`config.mk`:
```
export PLATFORM = sky130hd
export DESIGN_NAME = int_ctrl_flat
export DESIGN_NICKNAME = d
export VERILOG_FILES = /design/src/rtl/int_ctrl_if.sv /design/src/rtl/int_ctrl.sv /design/src/flat_wrapper.sv
export SDC_FILE = /design/constraint.sdc
export NUM_CORES = 1
export LEC_CHECK = 0
export ABC_AREA = 0
export CAP_MARGIN = 5
export CORE_ASPECT_RATIO = 0.75
export CORE_MARGIN = 2
export CORE_UTILIZATION = 30
export DETAILED_ROUTE_END_ITERATION = 16
export GPL_TIMING_DRIVEN = 0
export PLACE_DENSITY_LB_ADDON = 0.25
export REMOVE_ABC_BUFFERS = 1
export SYNTH_ARGS = -nofsm -noshare
export SYNTH_HDL_FRONTEND = slang
export SYNTH_SLANG_ARGS = --single-unit
```
`constraint.sdc`:
```
create_clock -name clk -period 3.74 [get_ports clk]
set_clock_uncertainty 0.05 [all_clocks]
set_input_delay 0.748 -clock clk [delete_from_list [all_inputs] [get_ports clk]]
set_output_delay 0.748 -clock clk [all_outputs]
set_load 0.01 [all_outputs]
```
`src/rtl/int_ctrl_if.sv`:
```
// CPU-side bus of the interrupt controller: IO register access plus request/acknowledge.
interface int_ctrl_if;
  logic        io_wr;
  logic        io_rd;
  logic [15:0] io_addr;
  logic [15:0] io_wdata;
  logic [15:0] io_rdata;
  logic        int_rqst;
  logic [2:0]  int_vec;
  logic        int_ack;

  modport master (
    output io_wr, io_rd, io_addr, io_wdata, int_ack,
    input  io_rdata, int_rqst, int_vec
  );

  modport slave (
    input  io_wr, io_rd, io_addr, io_wdata, int_ack,
    output io_rdata, int_rqst, int_vec
  );
endinterface

```
`src/rtl/int_ctrl.sv`:
```
// int_ctrl: 8-source edge-triggered priority interrupt controller (mask/pending/in-service/EOI).
// Define INT_CTRL_NEST_EN to allow a higher-priority source to interrupt one already in service.
module int_ctrl #(
  parameter logic [15:0] BASE_ADDR = 16'd50
) (
  input  logic       clk,
  input  logic       resetq,
  input  logic [7:0] src,
  int_ctrl_if.slave  bus
);

  localparam int unsigned NSRC = 8;
  localparam int unsigned IDXW = 3;
  localparam logic [15:0] ADDR_MASK = BASE_ADDR;
  localparam logic [15:0] ADDR_PEND = 16'(BASE_ADDR + 16'd1);
  localparam logic [15:0] ADDR_ISV  = 16'(BASE_ADDR + 16'd2);
  localparam logic [15:0] ADDR_EOI  = 16'(BASE_ADDR + 16'd3);

  logic [NSRC-1:0] src_q;
  logic [NSRC-1:0] mask;
  logic [NSRC-1:0] pending;
  logic [NSRC-1:0] in_service;
  logic            int_rqst_q;
  logic [IDXW-1:0] int_vec_q;

  logic [NSRC-1:0] rise;
  logic [NSRC-1:0] cand;
  logic [NSRC-1:0] io_clr;
  logic [NSRC-1:0] ack_bit;
  logic [NSRC-1:0] eoi_bit;
  logic [NSRC-1:0] pending_n;
  logic [NSRC-1:0] in_service_n;
  logic [IDXW-1:0] win;
  logic            elig;
  logic            ack_ok;
  logic            wr_mask;
  logic            wr_pend;
  logic            wr_eoi;
  logic            unused_bits;

  // Index of the highest set bit; 0 when the vector is empty.
  function automatic logic [IDXW-1:0] hi_idx(input logic [NSRC-1:0] v);
    logic [IDXW-1:0] idx;
    idx = '0;
    for (int unsigned i = 0; i < NSRC; i++) begin
      if (v[i]) idx = IDXW'(i);
    end
    return idx;
  endfunction

  assign unused_bits = ^{bus.io_rd, bus.io_wdata[15:8]};

  always_comb begin
    rise    = src & ~src_q;
    cand    = pending & mask;
    win     = hi_idx(cand);
    ack_ok  = bus.int_ack & int_rqst_q;
    wr_mask = bus.io_wr && (bus.io_addr == ADDR_MASK);
    wr_pend = bus.io_wr && (bus.io_addr == ADDR_PEND);
    wr_eoi  = bus.io_wr && (bus.io_addr == ADDR_EOI);
    io_clr  = wr_pend ? bus.io_wdata[NSRC-1:0] : '0;
    ack_bit = ack_ok ? (NSRC'(1) << int_vec_q) : '0;
    eoi_bit = (wr_eoi && (in_service != '0)) ? (NSRC'(1) << hi_idx(in_service)) : '0;
    // A new edge outranks both the IO clear and the acknowledge clear.
    pending_n    = (pending & ~(io_clr | ack_bit)) | rise;
    in_service_n = (in_service & ~eoi_bit) | ack_bit;
`ifdef INT_CTRL_NEST_EN
    elig = (cand != '0) && ((in_service == '0) || (win > hi_idx(in_service)));
`else
    elig = (cand != '0) && (in_service == '0);
`endif
  end

  // Register read mux; unmatched addresses read as zero.
  always_comb begin
    bus.io_rdata = '0;
    if (bus.io_addr == ADDR_MASK)      bus.io_rdata = {8'd0, mask};
    else if (bus.io_addr == ADDR_PEND) bus.io_rdata = {8'd0, pending};
    else if (bus.io_addr == ADDR_ISV)  bus.io_rdata = {8'd0, in_service};
  end

  assign bus.int_rqst = int_rqst_q;
  assign bus.int_vec  = int_vec_q;

  always_ff @(posedge clk or negedge resetq) begin
    if (!resetq) begin
      src_q      <= '0;
      mask       <= '0;
      pending    <= '0;
      in_service <= '0;
      int_rqst_q <= 1'b0;
      int_vec_q  <= '0;
    end else begin
      src_q      <= src;
      pending    <= pending_n;
      in_service <= in_service_n;
      if (wr_mask) mask <= bus.io_wdata[NSRC-1:0];
      // An accepted acknowledge drops the request for one cycle while pending/in-service settle.
      int_rqst_q <= elig && !ack_ok;
      if (elig && !ack_ok) int_vec_q <= win;
    end
  end

endmodule
```
`src/flat_wrapper.sv`:
```
// flat-port wrapper written by rule: the top's interface ports become plain ports
module int_ctrl_flat 
#(
  parameter logic [15:0] BASE_ADDR = 16'd50
)
  (clk, resetq, src, bus_io_wr, bus_io_rd, bus_io_addr, bus_io_wdata, bus_int_ack, bus_io_rdata, bus_int_rqst, bus_int_vec);
  int_ctrl_if bus_i ();
  input  logic clk;
  input  logic resetq;
  input  logic [7:0] src;
  input wire logic [$bits(bus_i.io_wr)-1:0] bus_io_wr;
  input wire logic [$bits(bus_i.io_rd)-1:0] bus_io_rd;
  input wire logic [$bits(bus_i.io_addr)-1:0] bus_io_addr;
  input wire logic [$bits(bus_i.io_wdata)-1:0] bus_io_wdata;
  input wire logic [$bits(bus_i.int_ack)-1:0] bus_int_ack;
  output wire logic [$bits(bus_i.io_rdata)-1:0] bus_io_rdata;
  output wire logic [$bits(bus_i.int_rqst)-1:0] bus_int_rqst;
  output wire logic [$bits(bus_i.int_vec)-1:0] bus_int_vec;
  assign bus_i.io_wr = bus_io_wr;
  assign bus_i.io_rd = bus_io_rd;
  assign bus_i.io_addr = bus_io_addr;
  assign bus_i.io_wdata = bus_io_wdata;
  assign bus_i.int_ack = bus_int_ack;
  assign bus_io_rdata = bus_i.io_rdata;
  assign bus_int_rqst = bus_i.int_rqst;
  assign bus_int_vec = bus_i.int_vec;
  int_ctrl #(.BASE_ADDR(BASE_ADDR)) u_core (.clk(clk), .resetq(resetq), .src(src), .bus(bus_i));
endmodule
```
* Word level (Yosys, flattened, before mapping)
Index checks and enable logic that the tools add are counted.
** Operators by class
- Bitwise logic cells :: 11
- Shift-type cells :: 2
- Equality and inequality tests :: 4
- Muxes and demuxes :: 20
- Reduce and logical (&&, ||, !) cells :: 10
** Operators with widths (number)
- $eq 16x6->1 const B :: 4
- $and 8x8->8 :: 4
- $mux 16 :: 2
- $mux 8 :: 4
- $mux 3 :: 10
- $not 8->8 :: 3
- $or 8x8->8 :: 3
- $reduce_bool 8->1 :: 2
- $shl 1x3->8 const A :: 2
- $logic_not 8->1 :: 1
- $logic_and 1x1->1 :: 6
- $mux 2 :: 2
- $mux 1 :: 2
- $and 1x1->1 :: 1
- $logic_not 1->1 :: 1
** Word-level totals
- Bits in registers :: 36
- Word-level logic and storage cells :: 53

* Logic depth before layout (Yosys ltp)
- Word-level depth :: 12
- Mapped depth :: 6
- Depth with buffers taken out :: 4

* Least setup slack after synthesis
OpenSTA, ideal clock, no wires.
- Kind :: input-to-output
- Start :: input bus_io_addr[7]
- End :: output bus_io_rdata[0]
- Data required time :: 2.942 ns
- Path slack :: 1.122 ns
- Stages on the path :: 4
- Arrival :: 1.820 ns
- Buffers on the path :: 0
- Path through :: nor3b_1 nand4_4 nor2_1 a32o_1
** On the way
- Longest elaborated chain between the ends :: 4
** Ends and longest elaborated chain
- from (decl) :: RTL line flat_wrapper.sv:13 : input wire logic [$bits(bus_i.io_addr)-1:0] bus_io_addr;
- $eq 16x6->1 :: RTL line int_ctrl.sv:79 : else if (bus.io_addr == ADDR_ISV) bus.io_rdata = {8'd0, in_service};
- $mux 8 :: RTL line int_ctrl.sv:79
- $mux 16 :: RTL line int_ctrl.sv:78 : else if (bus.io_addr == ADDR_PEND) bus.io_rdata = {8'd0, pending};
- $mux 16 (*) :: RTL line int_ctrl.sv:77 : if (bus.io_addr == ADDR_MASK) bus.io_rdata = {8'd0, mask};
- to (decl) :: RTL line flat_wrapper.sv:16 : output wire logic [$bits(bus_i.io_rdata)-1:0] bus_io_rdata;
Mark *: on every way between the ends. The rest lies on a longest branch, timed or not.

* Worst setup path in the final report
- Start :: input bus_io_addr[4]
- End :: output bus_io_rdata[1]
The elaborated chain is that of the path after synthesis.

==> results by stage <==
Power:
- The maximum vdd drop is 127 µV.
- The power per standard cell area is ~310 nW/µm².
- The leakage power summed over all cells is 1.16 nW.

Timing:
- Headroom to the max-slew limit came out at 44.5%.
- The count of endpoints failing setup in the final report is 0.
- Once routing completed, OpenROAD measured the worst setup slack at 0.146 ns.
- The actual slew at the worst max-slew pin is about 0.83 ns.
- Setup repair after global routing left no endpoint under its margin.
- The total negative slack is 0 ns.
- For the finished layout, the period the worst path requires is 3.59 ns.
- The total count of max-transition violations in the final report is 0.
- The highest achievable clock rate is approximately 280 MHz.
- Dividing the final minimum period by the clock period gives between 90% and 100%.
- The final hold violation count is 0.
- The worst hold margin is 0.380 ns.

Worst setup path:
- The critical path arrival is around 2.8 ns.
- The kind of launch point of the worst setup path is an input pin.
- The worst endpoint required time is 2.94 ns.
- STA classifies the critical path endpoint as an output port.
- By instance count, the cell type seen most on the critical path is clkdlybuf4s50_1.
- The worst setup path is of the in -> out kind.
- The sum of buffers and inverters on the critical path is 2.
- For this design, the slowest cell found on the critical path is clkdlybuf4s50_1.
- Walking the worst path, the cells encountered are clkdlybuf4s50_1 > nor3b_1 > nand4_4 > nor2_4 > a32o_1 > clkdlybuf4s50_1.
- The maximum cell stage delay along the critical path is approximately 0.54 ns.
- The cell class contributing the biggest share of worst-path delay is buffers and inverters.
- Along the worst path, the maximum fanout reaches 8.

Clock tree:
- In this run the clock root is driven by a clkbuf_8.
- The H-tree was split into 2 levels.
- The clock net in this run drives a total of 36 sinks.
- The number of clock buffers inserted by TritonCTS is 5.
- After clock tree synthesis, the flow added hold-fix buffers numbering 0.
- TritonCTS built the clock tree.
- Clock latency on the worst-skew pair, taken at its later pin, is 0.29 ns.
- The clock-pin transition on the worst setup and hold timing paths is around 0.08 ns.
- No sink is reached through more buffers than the 2 on the longest clock path.

Placement:
- Prior to clock tree synthesis, the placed netlist has a worst setup slack of -0.296 ns.
- The final weighted congestion of routability-driven global placement is 0.885.
- The post-placement cell count is 318.
- In this run the cell area measured after placement is 2470 µm².
- The number of input and output port buffers inserted is 47.
- The HPWL after detailed placement is 3840 µm.

GRT:
- The via count of the first global-routing pass is 1706.
- The remaining global-route overflow is 0.
- Global routing used 15.4% of the available tracks across all layers.
- The maximum number of pins on one net before global-route repair is 37.
- The initial antenna violation count came to 0.
- The wire length of the first global-routing pass is 8750 µm.

Finish:
- After filler insertion, the fill cell instance count of the layout stands at 642.
- The area overhead of the layout relative to synthesis is 32.2%.
- The post-route netlist has 10.9% of its cells at a drive strength greater than 1.
- The post-layout net count is 291.
- The post-route cell area is around 2600 µm².
- The post-layout instance count excluding filler cells is 328.
- The repair_antennas step left the layout with diodes totalling 0.

Status:
- The flow ran to the end, and the final reports show no timing, DRC or antenna violations.

Synth:
- The number of instances in the synthesized netlist is a little under 200.
- The synthesized area per cell is 9.91 µm².
- The post-synthesis xor/xnor area fraction is 0%.
- The adder and majority gate portion of the synthesized area is 0%.
- By area, the combinational part of the netlist is dominated by simple AND/OR/NAND/NOR gates.
- The share of the Yosys chip area taken by registers is 45.7%.
- The netlist uses 43 different library cells.
- The area of the mapped netlist is 1970 µm².
- The number of warnings issued by yosys is 0.
- The portion of synthesized area spent on multiplexers is 7.80%.
- The synthesized design contains 36 register bits.
- The simple logic cell fraction of the synthesized area is 20.5%.
- Summing the areas of all compound-gate instances in the mapped netlist gives 18.3% of the synthesized area.

Drt:
- Summed over all layers, the routed wires come to 5290 µm.
- Once detail routing completed, the nets flagged for antenna violations numbered 0.
- The via count of the routed design is 1669.
- After the first detailed-routing iteration, the DRC count stood at between 80 and 90.
- The final routed wire length divided by cell count is 16.1 µm.
- The detail-routed via count per cell is 5.09.
- The remaining design rule violation count is 0.
- For this run, the detailed router's first-pass iteration total came to 4.

Die:
- The die is 74.2 µm tall.
- After floorplanning, the core was divided into 25 placement rows.
- The top-level port count is 65.
- For this configuration, the core starts out at a cell density of 31.2%.
- The floorplan step defined a die boundary enclosing 7240 µm².
- From left edge to right edge, the die measures 97.6 µm.
- After floorplanning, the core was sized to cover around 6300 µm².

Job:
- The max-capacitance violation count is 0.

Min path:
- The type of the tightest min-delay check is reg -> reg.
## registers in the layout (all words and copies together), names as in the netlist
| name | count |
|---|---|
| u_core.bus.int_vec | 3 |
| u_core.pending | 8 |
| u_core.in_service | 8 |
| u_core.src_q | 8 |
| u_core.bus.int_rqst | 1 |
| u_core.mask | 8 |
## metal layers
layer | global-route usage (%) | wire length (µm)
met1 | 23.8 | 2790
met2 | 21.8 | 2080
met3 | 4.14 | 410
met5 | 0 | 0
met4 | 2.31 | 4
## cells in the mapped netlist
cell / count / area share, %
nor4_1: 2 / 0.63
o22ai_1: 8 / 2.5
and3_1: 1 / 0.32
inv_1: 13 / 2.5
or4_1: 1 / 0.38
a22o_1: 8 / 3.6
o2111ai_1: 1 / 0.44
a32oi_1: 1 / 0.44
nand3_1: 3 / 0.76
nand4b_1: 1 / 0.44
and3b_1: 1 / 0.44
a2111oi_0: 2 / 0.89
mux2_2: 3 / 1.7
nand2_1: 34 / 6.5
conb_1: 1 / 0.19
nand2b_1: 2 / 0.63
nand4_4: 1 / 1.1
o21ai_0: 4 / 1.0
nor3_1: 10 / 2.5
buf_4: 8 / 3.0
o41ai_1: 1 / 0.44
nand4_1: 1 / 0.32
dfrtp_1: 36 / 46
o31a_1: 1 / 0.44
and2_1: 1 / 0.32
clkbuf_1: 6 / 1.1
a211o_1: 1 / 0.44
a31oi_1: 2 / 0.63
buf_6: 1 / 0.57
nor2b_1: 4 / 1.3
a22oi_1: 2 / 0.76
a32o_1: 8 / 4.1
and4_1: 1 / 0.44
mux2_4: 8 / 6.1
nor3b_1: 1 / 0.38
o211ai_1: 2 / 0.76
o31ai_1: 1 / 0.38
nor2_1: 7 / 1.3
nor4b_4: 1 / 1.2
buf_2: 1 / 0.25
nor4b_1: 1 / 0.44
nor4_4: 1 / 1.1
a21oi_1: 6 / 1.5
## placed cells by master, fill, tap and decap left out, types with 3 or more instances in the layout
master,n
o21ai_0,4
o22ai_1,8
clkdlybuf4s50_1,46
nor3_1,10
inv_1,13
a21oi_1,6
a32o_1,8
nand2_1,34
dfrtp_1,36
clkbuf_8,5
nand3_1,3
conb_1,8
mux2_2,3
a22o_1,8
nor2b_1,3
mux2_4,8
nor2_1,5
## final cells by class
| type | count | area [µm²] | share of cell area, % |
|---|---|---|---|
| Clock inverter | 2 | 35.0 | 1.34 |
| Sequential cell | 36 | 901 | 34.6 |
| Clock buffer | 6 | 72.6 | 2.78 |
| Inverter | 13 | 48.8 | 1.87 |
| Tap cell | 81 | 101 | 3.89 |
| Multi-Input combinational cell | 141 | 967 | 37.1 |
| Timing Repair Buffer | 49 | 480 | 18.4 |
## report_power, final
group | switching (mW) | leakage [nW] | internal [mW]
clock network | 0.144 | 0.0552 | 0.198
logic | 0.0352 | 0.681 | 0.0377
registers | 0.00122 | 0.427 | 0.393
## metrics by stage
stage	utilization, %	total power, mW
after floorplan	-	0.419
after global placement	39.1	0.475
after detailed placement	39.0	0.474
after CTS	41.2	0.816
after global routing	41.2	0.834
final	41.2	0.810
## kinds of logic (layout without fill, tap and decap cells)
kind of cell | after synthesis | after routing
buffers and inverters | 29 | 70
muxes | 11 | 11
and+or+nand+nor | 74 | 74
AOI/OAI and AO/OA | 48 | 48
other | 1 | 8
DFF | 36 | 36
## worst paths after layout
kind,startpoint,endpoint,slack [ns],cells past startpoint
setup / recovery,bus_io_addr[4],bus_io_rdata[1],0.15,6
hold / removal,u_core.src_q[5],u_core.pending[5],0.38,1
setup reg to reg,u_core.in_service[2],u_core.bus.int_vec[1],1.91,3
hold reg to reg,u_core.src_q[5],u_core.pending[5],0.38,1
max in group asynchronous,resetq,u_core.src_q[4],2.61,1
min in group asynchronous,resetq,u_core.src_q[0],0.51,1
## worst reg2reg max path: stages (launching register included)
cell and delay (ns):
dfrtp_1 0.43, nor4_1 0.52, o2111ai_1 0.36, mux2_2 0.36
## repair_timing
| item | in CTS | in global routing |
|---|---|---|
| pin swaps | 1 | 0 |
| endpoints found under the setup margin | 8 | 1 |
| gates resized for setup | 4 | 1 |
| setup buffers | 2 | 0 |
Note: power is estimated with default switching activity, not from simulation.
